<file path="config.mk">
export PLATFORM = sky130hd
export DESIGN_NAME = hazard_track_unit
export DESIGN_NICKNAME = d
export VERILOG_FILES = /design/src/rtl/pipe_pkg.sv /design/src/rtl/haz_stage_reg.sv /design/src/rtl/hazard_track_unit.sv
export SDC_FILE = /design/constraint.sdc
export NUM_CORES = 1
export LEC_CHECK = 0
export ABC_AREA = 1
export BUFFER_PORTS_ARGS = -buffer_cell sky130_fd_sc_hd__buf_2
export CORE_UTILIZATION = 30
export CTS_BUF_LIST = sky130_fd_sc_hd__clkbuf_4 sky130_fd_sc_hd__clkbuf_8
export DETAILED_ROUTE_END_ITERATION = 6
export PLACE_DENSITY = 0.64
export SYNTH_ARGS = -nofsm -noshare
export SYNTH_HDL_FRONTEND = slang
export SYNTH_SLANG_ARGS = --single-unit
</file>
<file path="constraint.sdc">
create_clock -name clk -period 1.5 [get_ports clk]
set_clock_uncertainty 0.2 [all_clocks]
set_input_delay 0.225 -clock clk [delete_from_list [all_inputs] [get_ports clk]]
set_output_delay 0.225 -clock clk [all_outputs]
set_load 0.005 [all_outputs]
</file>
<file path="src/rtl/pipe_pkg.sv">
// Shared pipeline encodings for the hazard tracker: Tnew latencies, forward
// codes, the per-stage tracking record and the match/select helpers.
package pipe_pkg;

    localparam int A3_W = 5;

    localparam logic [1:0] T_PC  = 2'd0;
    localparam logic [1:0] T_ALU = 2'd1;
    localparam logic [1:0] T_DM  = 2'd2;

    localparam logic [1:0] FWD_RF = 2'd0;
    localparam logic [1:0] FWD_E  = 2'd1;
    localparam logic [1:0] FWD_M  = 2'd2;
    localparam logic [1:0] FWD_W  = 2'd3;

    typedef struct packed {
        logic [A3_W-1:0] a3;
        logic [1:0]      tnew;
        logic [A3_W-1:0] rs;
        logic [A3_W-1:0] rt;
    } haz_stage_t;

    // $0 is hard-wired, so a zero destination never produces a hazard.
    function automatic logic reg_match(input logic [A3_W-1:0] r, input logic [A3_W-1:0] a3);
        return (r != '0) && (r == a3);
    endfunction

    function automatic logic [1:0] tnew_dec(input logic [1:0] t);
        return (t == T_PC) ? T_PC : t - 2'd1;
    endfunction

    // Nearest matching stage decides; if its value is not ready yet the
    // select stays at FWD_RF and the stall logic holds the consumer.
    function automatic logic [1:0] fwd_pick(input logic [A3_W-1:0] r,
                                            input logic use_e, input logic use_m,
                                            input haz_stage_t e, input haz_stage_t m,
                                            input haz_stage_t w);
        logic [1:0] sel;
        sel = FWD_RF;
        if (use_e && reg_match(r, e.a3))
            sel = (e.tnew == T_PC) ? FWD_E : FWD_RF;
        else if (use_m && reg_match(r, m.a3))
            sel = (m.tnew == T_PC) ? FWD_M : FWD_RF;
        else if (reg_match(r, w.a3))
            sel = (w.tnew == T_PC) ? FWD_W : FWD_RF;
        return sel;
    endfunction

endpackage

</file>
<file path="src/rtl/haz_stage_reg.sv">
// One pipeline tracking stage (A3, Tnew, rs, rt) with bubble insertion and
// optional saturating Tnew decrement on capture.
module haz_stage_reg
    import pipe_pkg::*;
(
    input  logic            clk_i,
    input  logic            rst_i,
    input  logic            bubble_i,
    input  logic            dec_i,
    input  logic [A3_W-1:0] a3_i,
    input  logic [1:0]      tnew_i,
    input  logic [A3_W-1:0] rs_i,
    input  logic [A3_W-1:0] rt_i,
    output logic [A3_W-1:0] a3_o,
    output logic [1:0]      tnew_o,
    output logic [A3_W-1:0] rs_o,
    output logic [A3_W-1:0] rt_o
);

    haz_stage_t stage_q, stage_d;

    always_comb begin
        stage_d.a3   = a3_i;
        stage_d.tnew = dec_i ? tnew_dec(tnew_i) : tnew_i;
        stage_d.rs   = rs_i;
        stage_d.rt   = rt_i;
        if (bubble_i) begin
            stage_d = '0;
        end
    end

    always_ff @(posedge clk_i or posedge rst_i) begin
        if (rst_i) begin
            stage_q <= '0;
        end else begin
            stage_q <= stage_d;
        end
    end

    assign a3_o   = stage_q.a3;
    assign tnew_o = stage_q.tnew;
    assign rs_o   = stage_q.rs;
    assign rt_o   = stage_q.rt;

endmodule

</file>
<file path="src/rtl/hazard_track_unit.sv">
// Hazard tracker / forwarding controller for the five-stage MIPS core.
// Define HAZ_FWD_EN for full forwarding; otherwise consumers wait for W.
module hazard_track_unit
    import pipe_pkg::*;
(
    input  logic            clk,
    input  logic            reset,
    input  logic            Tuse_RS0,
    input  logic            Tuse_RS1,
    input  logic            Tuse_RT0,
    input  logic            Tuse_RT1,
    input  logic            Tuse_RT2,
    input  logic [1:0]      Tnew_D,
    input  logic [A3_W-1:0] A3_D,
    input  logic [A3_W-1:0] rs_D,
    input  logic [A3_W-1:0] rt_D,
    output logic            stall,
    output logic [1:0]      FwdRS_D,
    output logic [1:0]      FwdRT_D,
    output logic [1:0]      FwdRS_E,
    output logic [1:0]      FwdRT_E,
    output logic [1:0]      FwdRT_M
);

    haz_stage_t e_q, m_q, w_q;
    logic       stall_c;
    logic       unused_trk;

    haz_stage_reg u_stage_e (
        .clk_i(clk), .rst_i(reset), .bubble_i(stall_c), .dec_i(1'b0),
        .a3_i(A3_D), .tnew_i(Tnew_D), .rs_i(rs_D), .rt_i(rt_D),
        .a3_o(e_q.a3), .tnew_o(e_q.tnew), .rs_o(e_q.rs), .rt_o(e_q.rt)
    );

    haz_stage_reg u_stage_m (
        .clk_i(clk), .rst_i(reset), .bubble_i(1'b0), .dec_i(1'b1),
        .a3_i(e_q.a3), .tnew_i(e_q.tnew), .rs_i(e_q.rs), .rt_i(e_q.rt),
        .a3_o(m_q.a3), .tnew_o(m_q.tnew), .rs_o(m_q.rs), .rt_o(m_q.rt)
    );

    haz_stage_reg u_stage_w (
        .clk_i(clk), .rst_i(reset), .bubble_i(1'b0), .dec_i(1'b1),
        .a3_i(m_q.a3), .tnew_i(m_q.tnew), .rs_i(m_q.rs), .rt_i(m_q.rt),
        .a3_o(w_q.a3), .tnew_o(w_q.tnew), .rs_o(w_q.rs), .rt_o(w_q.rt)
    );

`ifdef HAZ_FWD_EN
    always_comb begin
        stall_c = (Tuse_RS0 && reg_match(rs_D, e_q.a3) && (e_q.tnew > T_PC))
               || (Tuse_RS0 && reg_match(rs_D, m_q.a3) && (m_q.tnew > T_PC))
               || (Tuse_RS1 && reg_match(rs_D, e_q.a3) && (e_q.tnew > T_ALU))
               || (Tuse_RT0 && reg_match(rt_D, e_q.a3) && (e_q.tnew > T_PC))
               || (Tuse_RT0 && reg_match(rt_D, m_q.a3) && (m_q.tnew > T_PC))
               || (Tuse_RT1 && reg_match(rt_D, e_q.a3) && (e_q.tnew > T_ALU));
    end

    always_comb begin
        FwdRS_D = fwd_pick(rs_D,   1'b1, 1'b1, e_q, m_q, w_q);
        FwdRT_D = fwd_pick(rt_D,   1'b1, 1'b1, e_q, m_q, w_q);
        FwdRS_E = fwd_pick(e_q.rs, 1'b0, 1'b1, e_q, m_q, w_q);
        FwdRT_E = fwd_pick(e_q.rt, 1'b0, 1'b1, e_q, m_q, w_q);
        FwdRT_M = fwd_pick(m_q.rt, 1'b0, 1'b0, e_q, m_q, w_q);
    end
`else
    // Without bypass paths any pending writer in E or M holds the reader in D.
    always_comb begin
        stall_c = ((Tuse_RS0 || Tuse_RS1)
                   && (reg_match(rs_D, e_q.a3) || reg_match(rs_D, m_q.a3)))
               || ((Tuse_RT0 || Tuse_RT1 || Tuse_RT2)
                   && (reg_match(rt_D, e_q.a3) || reg_match(rt_D, m_q.a3)));
    end

    always_comb begin
        FwdRS_D = FWD_RF;
        FwdRT_D = FWD_RF;
        FwdRS_E = FWD_RF;
        FwdRT_E = FWD_RF;
        FwdRT_M = FWD_RF;
    end
`endif

    assign stall      = stall_c;
    assign unused_trk = ^{e_q, m_q, w_q, Tuse_RT2};

endmodule

</file>
==> summary.md, run 1 <==
| Metric | Value |
|---|---|
| Status | complete, but fails checks |
| Failing checks | negative setup slack |
| Cell chosen for the clock root | clkbuf_4 |
| Max-cap viol count | 0 |
| Post-synth top area cell | dfrtp_1 |
| Final hold viol count | 0 |
| Switch Pwr | roughly 0.00026 W |
| Worst-case clock buffer depth | 2 |
| Worst skew pair latency | between 0.2 and 0.3 ns |
| Full die area | between 0.002 and 0.003 mm^2 |
| Clock Sink Count | 10 |
| Synth Warn # | 0 |
| Synthesized flop and latch total | 10 |
| Pleak | between 0.6 and 0.7 nW |
| Final wirelength | around 1500 um |
| Critical path required time | 1.07 ns |
| Synth area leaders | dfrtp_1, nand2_1, buf_4 |
| FILL cells | 270 |
| Synthesized area per cell | ~6.3 um^2 |
| Setup crit end kind | output port |
| Synthesized area | a little under 800 um^2 |
| N_diodes | 0 |
| Largest net degree at the start of global routing | 11 |
| Reg power frac | 0.435 |
| Initial antenna violation count | 0 |
| Synth unique cells | 17 |
| Nets@finish | ~180 |
| Drc violations | 0 |
| Max Fclk | about 580 MHz |
| Worst setup SP type | register |
| Most frequent cells in the layout | nand2_1, buf_2, inv_1 |
| Worst-path clk slew | roughly 0.06 ns |
| Final Max Slew Viols | 0 |
| Most common cell after layout, fill and taps aside | nand2_1 |
| Starting DRT DRC Count | 4 |
| Total grt overflow | 0 |
| Vias per cell | ~4 |
| Post-DP HPWL | roughly 1200 um |
| Net Sw Frac | 0.325 |
| Port buffer count | 22 |
| Hold Path Class | register to register |
| GPL Wtd Cong | 0.812 |
| Final Util | 0.410 |
| Combinational power share | 0.362 |
| Global-route wire length before repair | approximately 2600 um |
| Die height | ~53 um |
| Area Overhead vs Synth | 28.7% |
| Initial DRT Pass Iterations | 6 |
| Clock power frac | 0.203 |
| Sequential-to-total area share from yosys stat | 0.317 |
| All-Layer GR Usage | 0.127 |
| Post-route antenna net violation count | 0 |
| Final period util | 1.15 |
| Pint | 0.000543 W |
| Total power | 0.000805 W |
| Max VDD drop | about 0.00055 V |
| Top-area cell type share of the netlist area | 0.317 |
| Worst Setup Path Type | register to output port |
| Num ports | 35 |
| Arr. time, crit path | 1.30 ns |
| Vias in the first global route | about 690 |
| Min setup slack post-route | -0.230 ns |
| Row count | 18 |
| Htree depth | 1 |
| Critical path peak fanout | 4 |
| Post-Synthesis Cells | 125 |
| DR WL/cell | 8.07 um |
| Initial Utilization | 0.319 |
| Routed vias | approximately 760 |
| Cts bufs inserted | 3 |
| CTS tree | yes |
| Layout cells sized above 1 | 0.316 |
| Die width | approximately 53 um |
| Endpoints failing setup | 6 |
| Unrepaired setup endpoints after global routing | yes |
| Minimum clock period | roughly 1.7 ns |
| Core area | between 0.002 and 0.0025 mm^2 |
| Pwr/cell area | slightly below 800 mW/mm^2 |
through the flow:
step	setup WS (ns)	TNS, ns	area [um^2]	hold WS (ns)	std cells
6_report	-0.230	-0.306	1020	0.250	188
5_1_grt	-0.366	-1.09	1020	0.267	188
3_3_place_gp	0.0285	0	903	0.00437	177
2_1_floorplan	0.176	0	823	-0.135	134
3_5_place_dp	-0.00451	-0.00451	903	0.0171	177
4_1_cts	-0.256	-0.256	995	0.240	186
synth_stat cells, drive strengths merged:
cell    instances
nand3           5
inv            26
o21bai          1
xor2            1
xnor2           4
nand2          50
conb            1
nor2           13
o21ai           1
dfrtp          10
nor3            2
buf            10
nand4           1
per-layer routing:
metal | wire [um] | global-route usage
met1 | 599 | 0.118
met2 | 826 | 0.260
met3 | 80 | 0.0115
met4 | 11 | 0.0658
met5 | 0 | 0
worst max-delay path, cell delays in order (launching register included):
cell and delay, ns:
dfrtp_1 0.42, nand2_1 0.09, nand2_1 0.06, nor2_2 0.11
nand3_1 0.07, nand2_1 0.08, nand2_2 0.07, nand2_4 0.07
buf_6 0.09
cells by family after synthesis:
group                     after synthesis  synth area share
xor gates and xnor gates                5            0.0555
buffers and inverters                  36             0.219
and+or+nand+nor                        71             0.384
DFF                                    10             0.317
other                                   1           0.00475
AOI/OAI and AO/OA                       2            0.0206
power by group through the flow:
| stage | combinational, W | clock [W] | sequential, W |
|---|---|---|---|
| floorplan | 0.000192 | 0 | 0.000342 |
| global placement | 0.000243 | 0 | 0.000351 |
| detailed placement | 0.000249 | 0 | 0.000353 |
| CTS | 0.000273 | 0.000173 | 0.000348 |
| global route | 0.000336 | 0.000196 | 0.000356 |
| finish | 0.000291 | 0.000163 | 0.000350 |
final timing paths:
| path | start | to | slack, ns | cells after the start |
|---|---|---|---|---|
| max in group asynchronous | reset | u_stage_m.a3_o[4] | 0.54 | 3 |
| min | u_stage_e.a3_o[1] | u_stage_m.a3_o[1] | 0.25 | 0 |
| max reg2reg | u_stage_e.a3_o[3] | u_stage_e.a3_o[1] | -0.02 | 10 |
| min reg2reg | u_stage_e.a3_o[1] | u_stage_m.a3_o[1] | 0.25 | 0 |
| min in group asynchronous | reset | u_stage_e.a3_o[4] | 0.30 | 3 |
| max | u_stage_e.a3_o[3] | stall | -0.23 | 8 |
state kept, by name, summed over array words and instances (netlist names):
register        cells
u_stage_e.a3_o      5
u_stage_m.a3_o      5
layout make-up:
type	instances	area [um^2]	share of cell area
Sequential cell	10	250	0.246
Clock buffer	3	22.5	0.0222
Timing Repair Buffer	31	203	0.200
Multi-Input combinational cell	88	405	0.399
Tap cell	30	37.5	0.0369
Inverter	26	97.6	0.0961
what timing repair did:
| action | 4_1_cts | 5_1_grt |
|---|---|---|
| endpoints found under the hold margin | 15 | 0 |
| gates resized for setup | 2 | 5 |
| setup buffers | 0 | 2 |
| pin swaps | 5 | 4 |
| setup endpoints to repair | 1 | 6 |
| hold buffers | 6 | 0 |
No activity file was read; power rests on OpenSTA's default activity.
==> run 2: changes to the inputs <==
RECOVER_POWER = 50   (was default)
==> run 2 against run 1 <==
Net effect: the flow still finishes with violations (negative setup slack); maximum frequency is the same; cell count stayed put; register-to-register slack about the same; sequential power barely moved; wire length about the same; via count increased by 0.66%; sequential share of layout area unchanged; critical endpoint unchanged; largest power group unchanged.
==> summary.md, run 2 (same netlist as run 1, synthesis figures left out) <==
| Metric | Value |
|---|---|
| Arr. time, crit path | about 1.3 ns |
| Clock Sink Count | 10 |
| Crit path to | stall |
| Fin Setup TNS | -0.306 ns |
| Initial DRT Pass Iterations | 6 |
| Design Area, Final | about 0.0010 mm^2 |
| Cell chosen for the clock root | clkbuf_4 |
| Unrepaired setup endpoints after global routing | yes |
| Minimum clock period | between 1.5 and 2 ns |
| CP peak stage delay | between 0.4 and 0.5 ns |
| Global-route wire length before repair | 2610 um |
| Reg2Reg Depth | 10 |
| Routed vias | 760 |
| Most frequent cells in the layout | nand2_1, buf_2, inv_1 |
| Pleak | roughly 0.6 nW |
| Hold Path Cell Cnt | 0 |
| Worst skew pair latency | between 0.2 and 0.3 ns |
| Endpoints failing setup | 6 |
| Nets@finish | 184 |
| R2r startpoint | u_stage_e.a3_o[3] |
| Final wirelength | about 1500 um |
| Cts bufs inserted | 3 |
| Row count | 18 |
| Failing checks | negative setup slack |
| Layout cells sized above 1 | 0.316 |
| Largest net degree at the start of global routing | 11 |
| Max VDD drop | between 0.0005 and 0.0006 V |
| Drc violations | 0 |
| Switch Pwr | 0.000262 W |
| Critical path peak fanout | 4 |
| Crit-path cells | nand2_1 > nand2_1 > nor2_2 > nand3_1 > nand2_1 > nand2_2 > nand2_4 > buf_6 |
| Initial antenna violation count | 0 |
| Pwr/cell area | 792 mW/mm^2 |
| Worst setup SP type | register |
| CP startpoint | u_stage_e.a3_o[3] |
| Reg2reg setup slack | -0.02 ns |
| DR WL/cell | slightly above 8 um |
| Total power | just over 0.0008 W |
| Setup crit end kind | output port |
| Starting DRT DRC Count | 4 |
| Core area | around 0.0025 mm^2 |
| Inst Count DP | between 150 and 200 |
| Worst-path clk slew | approximately 0.06 ns |
| Post-route antenna net violation count | 0 |
| Htree depth | 1 |
| Min setup slack post-route | -0.230 ns |
| Full die area | around 0.0028 mm^2 |
| Worst Path Buf+Inv | 1 |
| All-Layer GR Usage | 0.127 |
| Post-DP HPWL | 1240 um |
| Max Fclk | between 500 and 600 MHz |
| Hold Path Class | register to register |
| Vias in the first global route | between 600 and 700 |
| Initial Utilization | 0.319 |
| Combinational power share | 0.362 |
| Worst Setup Path Type | register to output port |
| CTS tree | yes |
| Non-Filler Instances | roughly 190 |
| Port buffer count | 22 |
| Worst-case clock buffer depth | 2 |
| DP Area | ~900 um^2 |
| Vias per cell | around 4.0 |
| GPL Wtd Cong | 0.812 |
| Slowest library cell on the worst path | dfrtp_1 |
| N_diodes | 0 |
| Reg power frac | 0.436 |
| Area Overhead vs Synth | 28.7% |
| Most frequent CP cell | nand2_1 |
| Pint | approximately 0.00054 W |
| Most common cell after layout, fill and taps aside | nand2_1 |
| Final hold viol count | 0 |
| Final period util | 1.15 |
| Reg2reg end | u_stage_e.a3_o[1] |
| Clock power frac | 0.203 |
| Die width | roughly 53 um |
| Top Family by Delay on Critical Path | simple AND/OR/NAND/NOR gates |
| Critical path required time | 1.07 ns |
| CP Depth | 8 |
| Num ports | 35 |
| Net Sw Frac | 0.325 |
| Final Max Slew Viols | 0 |
| Die height | approximately 53 um |
| Max-cap viol count | 0 |
| Status | complete, but fails checks |
| Total grt overflow | 0 |
==> run 2: cell types whose count changed in the layout (fill, tap and decap cells not counted), sizes merged <==
cell,change
clkbuf,+1
buf,-1
==> run 2: timing repair <==
| item | CTS | global route |
|---|---|---|
| endpoints found under the hold margin | 15 | 0 |
| hold buffers | 6 | 0 |
| pin swaps | 5 | 4 |
| resized for setup | 2 | 5 |
| buffers inserted | 0 | 2 |
| setup endpoints to repair | 1 | 6 |
| cloned | 0 | 0 |
==> run 2: metrics by stage <==
stage          worst slack [ns]   util  hold slack (ns)
2_1_floorplan             0.176      -           -0.135
3_3_place_gp             0.0285  0.365          0.00437
3_5_place_dp           -0.00451  0.365           0.0171
4_1_cts                  -0.256  0.402            0.240
5_1_grt                  -0.366  0.410            0.267
6_report                 -0.230  0.410            0.253
==> run 2: layout make-up <==
| cell class | count | area [um^2] |
|---|---|---|
| fillers | 270 | 1460 |
| multi-input cells | 88 | 405 |
| flip-flops and latches | 10 | 250 |
| repair buffers | 31 | 203 |
| inverters | 26 | 97.6 |
| well taps | 30 | 37.5 |
| clock buffers | 3 | 22.5 |
==> run 2: power groups by stage <==
stage	clock network (W)	logic, W	registers (W)
after floorplan	0	0.000192	0.000342
after global placement	0	0.000243	0.000351
after detailed placement	0	0.000249	0.000353
after CTS	0.000173	0.000273	0.000348
after global routing	0.000196	0.000336	0.000356
final	0.000163	0.000291	0.000350
==> run 2: layer usage <==
metal | track usage | vias to the layer above | share of wire
li1 | - | 407 | -
met1 | 0.118 | 320 | 0.39
met2 | 0.260 | 31 | 0.54
met3 | 0.0115 | 2 | 0.055
met4 | 0.0658 | 0 | 0.0073
met5 | 0 | - | 0
==> run 2: worst min-delay path by stage <==
stage,slack [ns],startpoint,to
after floorplan,-0.13,reset,u_stage_e.a3_o[0]
after global placement,0.004,reset,u_stage_e.a3_o[0]
after detailed placement,0.02,reset,u_stage_e.a3_o[1]
after CTS,0.24,u_stage_e.a3_o[3],u_stage_m.a3_o[3]
after global routing,0.27,u_stage_e.a3_o[4],u_stage_m.a3_o[4]
final,0.25,u_stage_e.a3_o[1],u_stage_m.a3_o[1]
==> run 3: changes to the inputs <==
CORE_UTILIZATION = 48   (was 30)
PLACE_DENSITY = 0.9   (was 0.64)
==> run 3 against run 2 <==
Net effect: the flow still finishes with violations (negative setup slack); core utilization up 25 points; clock power about the same; count of clock-buffer cells in the layout is the same; combinational power rose by 1%; wire length up 6.4%; critical path depth decreased by 1.
==> summary.md, run 3 (same netlist as run 1, synthesis figures left out) <==
| Metric | Value |
|---|---|
| Non-Filler Instances | 174 |
| Num ports | 35 |
| Most common cell after layout, fill and taps aside | nand2_1 |
| Routed vias | between 700 and 800 |
| Most frequent cells in the layout | nand2_1, buf_2, inv_1 |
| Fin Setup TNS | -0.231 ns |
| Cts bufs inserted | 3 |
| Arr. time, crit path | 1.31 ns |
| Starting DRT DRC Count | 13 |
| Final Max Slew Viols | 0 |
| CTS tree | yes |
| Post-DP HPWL | 1280 um |
| Port buffer count | 22 |
| Worst-path clk slew | 0.06 ns |
| Endpoints failing setup | 1 |
| Final wirelength | between 1500 and 2000 um |
| Hold WS | around 0.24 ns |
| Max VDD drop | between 0.0006 and 0.0007 V |
| Max-cap viol count | 0 |
| Die width | 42.6 um |
| N_diodes | 0 |
| Layout cells sized above 1 | 0.316 |
| Final period util | 1.15 |
| Drc violations | 0 |
| Cell chosen for the clock root | clkbuf_4 |
| Worst setup SP type | register |
| All-Layer GR Usage | 0.200 |
| Largest net degree at the start of global routing | 11 |
| Critical path peak fanout | 4 |
| Initial DRT Pass Iterations | 4 |
| Pleak | 0.616 nW |
| Pwr/cell area | slightly above 800 mW/mm^2 |
| Htree depth | 1 |
| FILL cells | ~140 |
| Pint | roughly 0.00054 W |
| Reg power frac | 0.433 |
| Unrepaired setup endpoints after global routing | yes |
| Dpl ws | approximately 0.012 ns |
| Full die area | roughly 0.0018 mm^2 |
| Worst skew pair latency | between 0.2 and 0.3 ns |
| GPL Wtd Cong | approximately 0.76 |
| Area Overhead vs Synth | 26.5% |
| Switch Pwr | between 0.0002 and 0.0003 W |
| Max Fclk | 578 MHz |
| Initial Utilization | 0.518 |
| Initial antenna violation count | 0 |
| DR WL/cell | around 9.3 um |
| Worst Setup Path Type | register to output port |
| Status | complete, but fails checks |
| Failing checks | negative setup slack |
| Min setup slack post-route | -0.231 ns |
| Row count | 14 |
| Net Sw Frac | 0.333 |
| Setup crit end kind | output port |
| Total grt overflow | 0 |
| Die height | between 40 and 50 um |
| Reg2reg setup slack | 0.07 ns |
| Clock power frac | 0.202 |
| Inst Count DP | approximately 160 |
| Post-route antenna net violation count | 0 |
| Minimum clock period | about 1.7 ns |
| Clock Sink Count | 10 |
| Nets@finish | roughly 180 |
| Final hold viol count | 0 |
| Hold Path Class | input port to register |
| Core area | ~0.0015 mm^2 |
| Worst-case clock buffer depth | 2 |
| Global-route wire length before repair | roughly 2800 um |
| Vias per cell | ~4.5 |
| Combinational power share | 0.364 |
| Vias in the first global route | about 740 |
| Critical path required time | 1.07 ns |
[run 3: cell types whose count changed in the layout (fill, tap and decap cells not counted)]
cell	previous run	this run
buf_4	1	0
clkbuf_4	4	5
[run 3: power by group through the flow]
stage / registers (W) / logic (W) / clock network [W]
global route: 0.000359 / 0.000332 / 0.000185
CTS: 0.000350 / 0.000285 / 0.000170
global placement: 0.000349 / 0.000238 / 0
finish: 0.000351 / 0.000295 / 0.000164
floorplan: 0.000342 / 0.000192 / 0
detailed placement: 0.000355 / 0.000252 / 0
[run 3: path summary, 6_finish.rpt]
kind	end	start	cells after the start
min in group asynchronous	u_stage_e.a3_o[0]	reset	3
max reg2reg	u_stage_e.a3_o[0]	u_stage_e.a3_o[1]	8
min reg2reg	u_stage_m.a3_o[0]	u_stage_e.a3_o[0]	0
max	stall	u_stage_e.a3_o[1]	7
min	u_stage_e.a3_o[1]	Tuse_RS0	7
max in group asynchronous	u_stage_m.a3_o[3]	reset	3
[run 3: worst max-delay path: stages, from the launching register on]
cell,delay (ns)
dfrtp_1,0.42
xor2_1,0.17
nor2_1,0.09
nand3_1,0.07
nand2_1,0.07
nand2_2,0.07
nand2_4,0.08
buf_6,0.09
[run 3: per-layer routing]
metal  part of all wire  wire [um]  vias to the layer above  track usage
met3              0.041         66                        2       0.0129
li1                   -          -                      412            -
met4             0.0093         15                        0       0.0563
met1               0.39        626                      346        0.215
met2               0.56        905                       27        0.406
met5                  0          0                        -            0
[run 3: timing repair]
action,in CTS,in global routing
setup buffers,2,0
pin swaps,9,2
resized for setup,3,4
endpoints found under the setup margin,1,6
endpoints found under the hold margin,15,0
hold buffers,6,0
[run 3: layout make-up]
class	count	area (um^2)	share of cell area
Tap cell	16	20.0	0.0201
Inverter	26	97.6	0.0977
Timing Repair Buffer	31	203	0.203
Multi-Input combinational cell	88	405	0.406
Sequential cell	10	250	0.251
Clock buffer	3	22.5	0.0226
[run 3: stage by stage]
step                      instance area, um^2  power, W  utilization
after floorplan                           823  0.000534            -
after global placement                    886  0.000588        0.581
after detailed placement                  886  0.000607        0.581
after CTS                                 990  0.000806        0.649
after global routing                      998  0.000876        0.655
final                                     998  0.000810        0.655
